--- src/rtl/arb_pkg.sv ---
// arb_pkg: shared FSM state type and width helpers for the round-robin arbiter
package arb_pkg;
  typedef enum logic [1:0] {IDLE, GRANT, PARK} arb_state_e;
  function automatic int id_w(input int n);
    return n > 1 ? $clog2(n) : 1;
  endfunction
  function automatic int cnt_w(input int m);
    return m > 0 ? $clog2(m + 1) : 1;
  endfunction
endpackage

--- src/rtl/rr_priority_pick.sv ---
// rr_priority_pick: first unmasked req at or after ptr, wrapping (req, mask, ptr -> found, idx)
module rr_priority_pick
  import arb_pkg::*;
#(
  parameter int NUM_REQ = 4
) (
  input  logic [NUM_REQ-1:0]        req,
  input  logic [NUM_REQ-1:0]        mask,
  input  logic [id_w(NUM_REQ)-1:0]  ptr,
  output logic                      found,
  output logic [id_w(NUM_REQ)-1:0]  idx
);
  localparam int IW = id_w(NUM_REQ);
  logic [NUM_REQ-1:0] cand;
  assign cand = req & ~mask;
  always_comb begin
    found = 1'b0;
    idx = '0;
    for (int k = NUM_REQ - 1; k >= 0; k--)
      if (cand[(int'(ptr) + k) % NUM_REQ]) begin
        found = 1'b1;
        idx = IW'((int'(ptr) + k) % NUM_REQ);
      end
  end
endmodule

--- src/rtl/rr_req_gnt_arbiter.sv ---
// rr_req_gnt_arbiter: round-robin req/gnt arbiter with hold limit (clk, reset, req -> gnt, gnt_valid, gnt_id, timeout)
module rr_req_gnt_arbiter
  import arb_pkg::*;
#(
  parameter int NUM_REQ  = 4,
  parameter int MAX_HOLD = 16
) (
  input  logic                      clk,
  input  logic                      reset,
  input  logic [NUM_REQ-1:0]        req,
  output logic [NUM_REQ-1:0]        gnt,
  output logic                      gnt_valid,
  output logic [id_w(NUM_REQ)-1:0]  gnt_id,
  output logic                      timeout
);
  localparam int IW = id_w(NUM_REQ);
  localparam int CW = cnt_w(MAX_HOLD);
  arb_state_e state;
  logic [IW-1:0] ptr, owner, idx;
  logic [CW-1:0] hold_cnt;
  logic [NUM_REQ-1:0] mask;
  logic found, lim, keep, cut;
  assign mask = state == GRANT ? NUM_REQ'(1) << owner : '0;
  assign lim  = MAX_HOLD != 0 && hold_cnt == CW'(MAX_HOLD);
  assign keep = state == GRANT && req[owner] && !lim;
  assign cut  = state == GRANT && req[owner] && lim;
  rr_priority_pick #(.NUM_REQ(NUM_REQ)) u_pick (
    .req  (req),
    .mask (mask),
    .ptr  (ptr),
    .found(found),
    .idx  (idx)
  );
  always_ff @(posedge clk) begin
    if (reset) begin
      state <= IDLE;
      ptr <= '0;
      owner <= '0;
      hold_cnt <= '0;
      gnt <= '0;
      gnt_valid <= 1'b0;
      gnt_id <= '0;
      timeout <= 1'b0;
    end else if (keep) begin
      hold_cnt <= &hold_cnt ? hold_cnt : hold_cnt + 1'b1;
      timeout <= 1'b0;
    end else begin
      timeout <= cut;
      if (found) begin
        state <= GRANT;
        owner <= idx;
        ptr <= idx == IW'(NUM_REQ - 1) ? '0 : idx + 1'b1;
        hold_cnt <= CW'(1);
        gnt <= NUM_REQ'(1) << idx;
        gnt_valid <= 1'b1;
        gnt_id <= idx;
      end else begin
        state <= cut ? PARK : IDLE;
        hold_cnt <= '0;
        gnt <= '0;
        gnt_valid <= 1'b0;
        gnt_id <= '0;
      end
    end
  end
endmodule

--- config.mk ---
export PLATFORM = sky130hd
export DESIGN_NAME = rr_req_gnt_arbiter
export DESIGN_NICKNAME = d
export VERILOG_FILES = /design/src/rtl/arb_pkg.sv /design/src/rtl/rr_priority_pick.sv /design/src/rtl/rr_req_gnt_arbiter.sv
export SDC_FILE = /design/constraint.sdc
export NUM_CORES = 1
export LEC_CHECK = 0
export BUFFER_PORTS_ARGS = -buffer_cell sky130_fd_sc_hd__buf_4
export CAP_MARGIN = 20
export CORE_MARGIN = 4
export CORE_UTILIZATION = 50
export DETAILED_ROUTE_END_ITERATION = 10
export PLACE_DENSITY = 0.71
export SETUP_SLACK_MARGIN = 0.02
export SYNTH_ARGS = -nofsm -noshare
export SYNTH_HDL_FRONTEND = slang
export SYNTH_SLANG_ARGS = --single-unit
--- constraint.sdc ---
create_clock -name clk -period 1.8 [get_ports clk]
set_input_delay 0.54 -clock clk [delete_from_list [all_inputs] [get_ports clk]]
set_output_delay 0.54 -clock clk [all_outputs]
set_load 0.005 [all_outputs]
==> impl_metrics.yaml, run 1 <==
clock_tree:
  numCtsBuffers: 3
  cts.htree.levels: 1
  cts_root_buf: "clkbuf_4"
  clkSinkCount: 18
  clk_pin_slew_worst_paths_ns: 0.10
  clockBufferDepth: 2
  worstSkewPairLatency_ns: 0.29
  cts_tree: "built"
timing:
  relSlewSlack: 0.590
  hold_viol_final: 0
  max_freq_mhz: 542
  holdWs_ns: 0.474
  fin_worst_skew_ns: 0.00507
  finalCritPeriodShare: 1.02
  min_period_ns: 1.84
  tightest_slew_ns: 0.612
  setup_slack_ns: -0.0442
  rsz0062_at_grt: "true"
  final_max_slew_viol_count: 0
  setup_viol: 4
synthesis:
  synth_cell_types: 44
  netlist_top_cells_area: "dfxtp_1 34%, ha_1 4.8%, nand2_1 4.3%, a21oi_1 3.8%, mux2i_1 3.8%"
  yosysWarningCount: 0
  synth_edf_count: 0
  ys_seq_elements: 18
  syn_area_mm2: 0.00105
  syn_inst: 112
  ys_seq_area_frac: 0.343
  synthDominantCellAreaShare: 0.343
  synth_top_cell_by_area: "dfxtp_1"
  syn_nets: 122
  async_flop_share: 0
  synthFlopType: "dfxtp_1"
  syn_avg_cell_area_um2: 9.38
critical_path:
  reg2reg_to: "ptr[1]$_SDFFE_PP0P_"
  critPathCaptureType: "flip-flop"
  crit_start: "state[0]$_SDFFE_PP0N_"
  worst-path-stages: 8
  rr_startpoint: "state[0]$_SDFFE_PP0N_"
  crit_family: "compound AO/OA/AOI/OAI gates"
  path_cells: "buf_4 > nand4bb_4 > o2bb2ai_2 > a311oi_2 > inv_1 > ha_1 > nand3_2 > a21oi_2"
  startpoint_type: "flip-flop"
  critPathMaxStageDelay_ns: 0.40
  critPathSlowestCell: "dfxtp_4"
  crit_path_end: "ptr[1]$_SDFFE_PP0P_"
  reg2reg_setup_slack_ns: -0.04
  crit_buf_inv: 2
  cp_max_fo: 7
  critical_path_class: "reg -> reg"
  r2r_cells: 8
  crit_arrival_ns: 2.08
  worstPathRequired_ns: 2.04
placed_design:
  place_hpwl_mm: 1.74
  gp_congestion: 0.763
  dp_cells: 163
  port_buffers: 13
detailed_routing:
  wl_mm: 2.48
  post-route-drc-count: 0
  wl_per_cell_um: 14.3
  drt-vias-per-instance: 5.47
  drtPass1Iterations: 4
  drt_iter0_drc: 12
  drtAntennaViolNets: 0
  vias: 947
final_layout:
  area_growth_pct: 38.5
  num-nets-final: 157
  antenna_cells: 0
  fin_cells: 173
  fillers: 159
  drive_gt1_frac: 0.445
die:
  ios: 14
  rows: 16
  die-area_mm2: 0.00290
  die_w_um: 53.8
  initial_core_util: 0.530
  die_h_um: 53.8
  fp.coreArea_mm2: 0.00198
power_and_ir_drop:
  p_per_area_mw_per_mm2: 966
  leakagePower_nw: 0.604
  max-vdd-ir-drop_uv: 690
global_routing:
  grt_max_degree: 15
  antenna_found_initial: 0
  grt_overflow_total: 0
  grt_pass1_vias: 838
  grtUsageTotal: 0.180
  grt_pass1_wl_mm: 3.80
flow_run:
  maxCapViolCount: 0
hold_path:
  hp-class: "reg -> reg"
status:
  status: "finished with violations"
  violations: "setup timing"
cell usage in the layout (no fill, tap or decap), drive strengths merged, types with 2 or more instances in the layout:
cell type / netlist / routed
a211oi: 2 / 2
a21oi: 8 / 8
and3: 2 / 2
buf: 3 / 34
clkbuf: 1 / 4
dfxtp: 18 / 18
ha: 4 / 4
inv: 6 / 6
mux2i: 4 / 4
nand2: 12 / 12
nand2b: 2 / 2
nand3: 2 / 2
nand3b: 3 / 3
nand4b: 3 / 3
nand4bb: 2 / 2
nor2: 9 / 9
nor2b: 2 / 2
nor3: 2 / 2
o211ai: 2 / 2
o21ai: 3 / 3
o22ai: 2 / 2
o2bb2ai: 3 / 3
or3: 2 / 2
or3b: 2 / 2
xnor2: 2 / 2
layer usage:
metal | GRT usage | up-vias | part of all wire
met4 | 0.0894 | 0 | 0.019
met1 | 0.239 | 446 | 0.43
met2 | 0.284 | 18 | 0.51
li1 | - | 479 | -
met3 | 0.0249 | 4 | 0.040
met5 | 0 | - | 0
tightest hold or removal path, stage by stage, from the launching register on:
cell,delay [ns]
dfxtp_1,0.32
inv_1,0.06
o22ai_2,0.05
area by class of cell:
cell class	instances	area, µm²	share of cell area
Timing Repair Buffer	34	263	0.181
Clock buffer	4	36.3	0.0249
Inverter	6	22.5	0.0155
Multi-Input combinational cell	84	727	0.500
Sequential cell	18	373	0.256
Tap cell	27	33.8	0.0232
worst min-delay path by stage:
stage / slack, ns / start / cells after the start / end
after floorplan: 0.45 / gnt[0]$_SDFFE_PP0N_ / 2 / gnt[0]$_SDFFE_PP0N_
after global placement: 0.45 / gnt[0]$_SDFFE_PP0N_ / 2 / gnt[0]$_SDFFE_PP0N_
after detailed placement: 0.46 / gnt_id[1]$_SDFFE_PP0N_ / 2 / gnt_id[1]$_SDFFE_PP0N_
after CTS: 0.47 / gnt_id[1]$_SDFFE_PP0N_ / 2 / gnt_id[1]$_SDFFE_PP0N_
after global routing: 0.50 / gnt_id[1]$_SDFFE_PP0N_ / 2 / gnt_id[1]$_SDFFE_PP0N_
final: 0.47 / gnt[3]$_SDFFE_PP0N_ / 2 / gnt[3]$_SDFFE_PP0N_
through the flow:
step                      setup slack (ns)  utilization   TNS, ns  cell area (µm²)  power (mW)
after floorplan                    -0.0175            -   -0.0175             1090       0.860
after global placement             -0.0801        0.656    -0.320             1300        1.02
after detailed placement            -0.130        0.656    -0.557             1300        1.04
after CTS                         -0.00362        0.677  -0.00362             1340        1.29
after global routing                -0.135        0.734    -0.558             1460        1.49
final                              -0.0442        0.734   -0.0722             1460        1.41
synthesized netlist by cell type (all sizes together), types with 3 or more instances:
master	instances
dfxtp	18
nand3b	3
inv	6
nand2	12
mux2i	4
o2bb2ai	3
nor2	9
ha	4
buf	3
nand4b	3
a21oi	8
o21ai	3
kinds of logic after synthesis:
| group | after synthesis | synth area share |
|---|---|---|
| AOI/OAI and AO/OA | 26 | 0.206 |
| xor gates and xnor gates | 3 | 0.0250 |
| adders and majority gates | 4 | 0.0476 |
| buffers and inverters | 10 | 0.0512 |
| DFF | 18 | 0.343 |
| muxes | 4 | 0.0381 |
| and+or+nand+nor | 47 | 0.289 |
registers in the layout, summed over array words and instances, names as in the netlist:
signal / flops
timeout: 1
gnt_id: 2
hold_cnt: 5
state: 2
owner: 2
gnt: 4
ptr: 2
where the power goes:
group | internal (mW) | switching (mW)
sequential | 0.463 | 0.0781
clock | 0.123 | 0.125
combinational | 0.335 | 0.282
total | 0.921 | 0.485
timing repair:
action | in CTS | in global routing
resized for setup | 4 | 17
hold buffers | 0 | 0
pin swaps | 1 | 7
setup buffers | 0 | 7
endpoints found under the setup margin | 7 | 9
Note: power is estimated with default switching activity, not from simulation.
==> inputs of run 2 (changes only) <==
--- a/config.mk
+++ b/config.mk
@@ -16,2 +16,3 @@
 export SYNTH_HDL_FRONTEND = slang
 export SYNTH_SLANG_ARGS = --single-unit
+export TNS_END_PERCENT = 5
==> constraint.sdc (replaced) <==
create_clock -name clk -period 1.6 [get_ports clk]
set_input_delay 0.48 -clock clk [delete_from_list [all_inputs] [get_ports clk]]
set_output_delay 0.48 -clock clk [all_outputs]
set_load 0.02 [all_outputs]
==> impl_metrics.yaml, run 2 (synthesis results as in run 1) <==
status:
  status: "finished with violations"
  violations: "setup timing"
critical_path:
  crit_arrival_ns: 2.06
  critPathSlowestCell: "dfxtp_4"
  cp_max_fo: 8
  startpoint_type: "flip-flop"
  path_cells: "nor4b_4 > o2bb2ai_1 > a311oi_2 > inv_1 > ha_1 > nand3_1 > a21oi_1"
  crit_buf_inv: 1
  crit_start: "state[1]$_SDFFE_PP0N_"
  rr_startpoint: "state[1]$_SDFFE_PP0N_"
  worstPathRequired_ns: 1.84
  critical_path_class: "reg -> reg"
  crit_family: "compound AO/OA/AOI/OAI gates"
  critPathCaptureType: "flip-flop"
  critPathMaxStageDelay_ns: 0.39
placed_design:
  place_hpwl_mm: 1.74
  dp_slack_ns: -0.335
  port_buffers: 13
  gp_congestion: 0.813
  dp_cells: 168
final_layout:
  fin_cells: 172
  reg_top3: "hold_cnt x5, gnt x4"
  final_common_cell: "buf_4"
  antenna_cells: 0
  final_cell_mix: "32 x buf_4, 14 x dfxtp_1, 12 x nand2_1, 6 x inv_1, 6 x a21oi_1"
  largest_reg_flops: 5
  register_area_um2: 375
  final_util: 0.713
  num-nets-final: 156
  regMostFlops: "hold_cnt"
  fillers: 147
  area_growth_pct: 34.4
  drive_gt1_frac: 0.407
  multi_input_area_um2: 693
detailed_routing:
  drt-vias-per-instance: 5.54
  wl_per_cell_um: 13.3
  wl_mm: 2.28
  drtAntennaViolNets: 0
  drt_iter0_drc: 14
  vias: 953
  post-route-drc-count: 0
  drtPass1Iterations: 4
global_routing:
  antenna_found_initial: 0
  grt_pass1_wl_mm: 3.87
  busiest_layer: "met2"
  grtUsageTotal: 0.182
  grt_overflow_total: 0
  grtUsageMet2: 0.292
  grt_max_degree: 15
  grt_pass1_vias: 872
  gr-usage-met1: 0.238
  grtUsageMet3: 0.0222
die:
  initial_core_util: 0.530
  die_h_um: 53.8
  die_w_um: 53.8
  fp.coreArea_mm2: 0.00198
  die-area_mm2: 0.00290
  rows: 16
  ios: 14
timing:
  min_period_ns: 1.82
  hold_viol_final: 0
  setup_slack_ns: -0.222
  final_max_slew_viol_count: 0
  finalCritPeriodShare: 1.14
  tightest_slew_ns: 0.502
  setup_viol: 14
  fin_tns_setup_ns: -1.25
  rsz0062_at_grt: "true"
  relSlewSlack: 0.664
  fin_worst_skew_ns: 0.00405
  max_freq_mhz: 549
power_and_ir_drop:
  p_per_area_mw_per_mm2: 1090
  max-vdd-ir-drop_uv: 792
  leakagePower_nw: 0.592
  p_total_mw: 1.55
clock_tree:
  worstSkewPairLatency_ns: 0.30
  cts_hold_buf: 0
  clockBufferDepth: 2
  numCtsBuffers: 3
  clkSinkCount: 18
  cts_tree: "built"
  clk_pin_slew_worst_paths_ns: 0.11
  post_cts_buffers: 0
  cts_root_buf: "clkbuf_4"
  cts.htree.levels: 1
hold_path:
  hp-class: "in -> reg"
  min-delay-start: "reset"
flow_run:
  maxCapViolCount: 0
==> run 2: cell types whose count changed in the layout (fill, tap and decap cells not counted), sizes merged <==
cell  before  now
buf       34   33
==> run 2: routing by layer <==
layer | wire [µm] | vias up
met2 | 1080 | 22
met4 | 83 | 0
met5 | 0 | -
met1 | 1020 | 444
li1 | - | 478
met3 | 108 | 9
==> run 2: path summary, 6_finish.rpt <==
| path | endpoint | depth (start not counted) | slack [ns] |
|---|---|---|---|
| min reg2reg | gnt[0]$_SDFFE_PP0N_ | 2 | 0.46 |
| max reg2reg | ptr[1]$_SDFFE_PP0P_ | 7 | -0.22 |
| min | hold_cnt[0]$_SDFFE_PP0P_ | 2 | 0.43 |
| max | ptr[1]$_SDFFE_PP0P_ | 7 | -0.22 |
==> run 2: area by class of cell <==
| class | count | share of cell area |
|---|---|---|
| Timing Repair Buffer | 33 | 0.178 |
| Sequential cell | 18 | 0.266 |
| Inverter | 6 | 0.0159 |
| Multi-Input combinational cell | 84 | 0.491 |
| Clock buffer | 4 | 0.0257 |
| Tap cell | 27 | 0.0239 |
==> run 2: repair_timing <==
item	4_1_cts	5_1_grt
pin swaps	7	4
setup endpoints to repair	16	16
hold endpoints to repair	0	0
resized for setup	10	6
gates cloned	0	0
==> run 2: worst reg2reg max path, stage by stage (launching register included) <==
cell	delay [ns]
dfxtp_4	0.39
nor4b_4	0.36
o2bb2ai_1	0.12
a311oi_2	0.28
inv_1	0.13
ha_1	0.29
nand3_1	0.07
a21oi_1	0.13
==> run 2: metrics by stage <==
| step | cell area (µm²) | hold slack, ns |
|---|---|---|
| 6_report | 1410 | 0.435 |
| 5_1_grt | 1410 | 0.444 |
| 4_1_cts | 1400 | 0.435 |
| 3_5_place_dp | 1330 | 0.453 |
| 3_3_place_gp | 1330 | 0.444 |
| 2_1_floorplan | 1080 | 0.493 |
==> run 2: power breakdown <==
group,internal [mW],switching (mW)
clock,0.139,0.148
combinational,0.337,0.331
sequential,0.519,0.0718
total,0.994,0.551
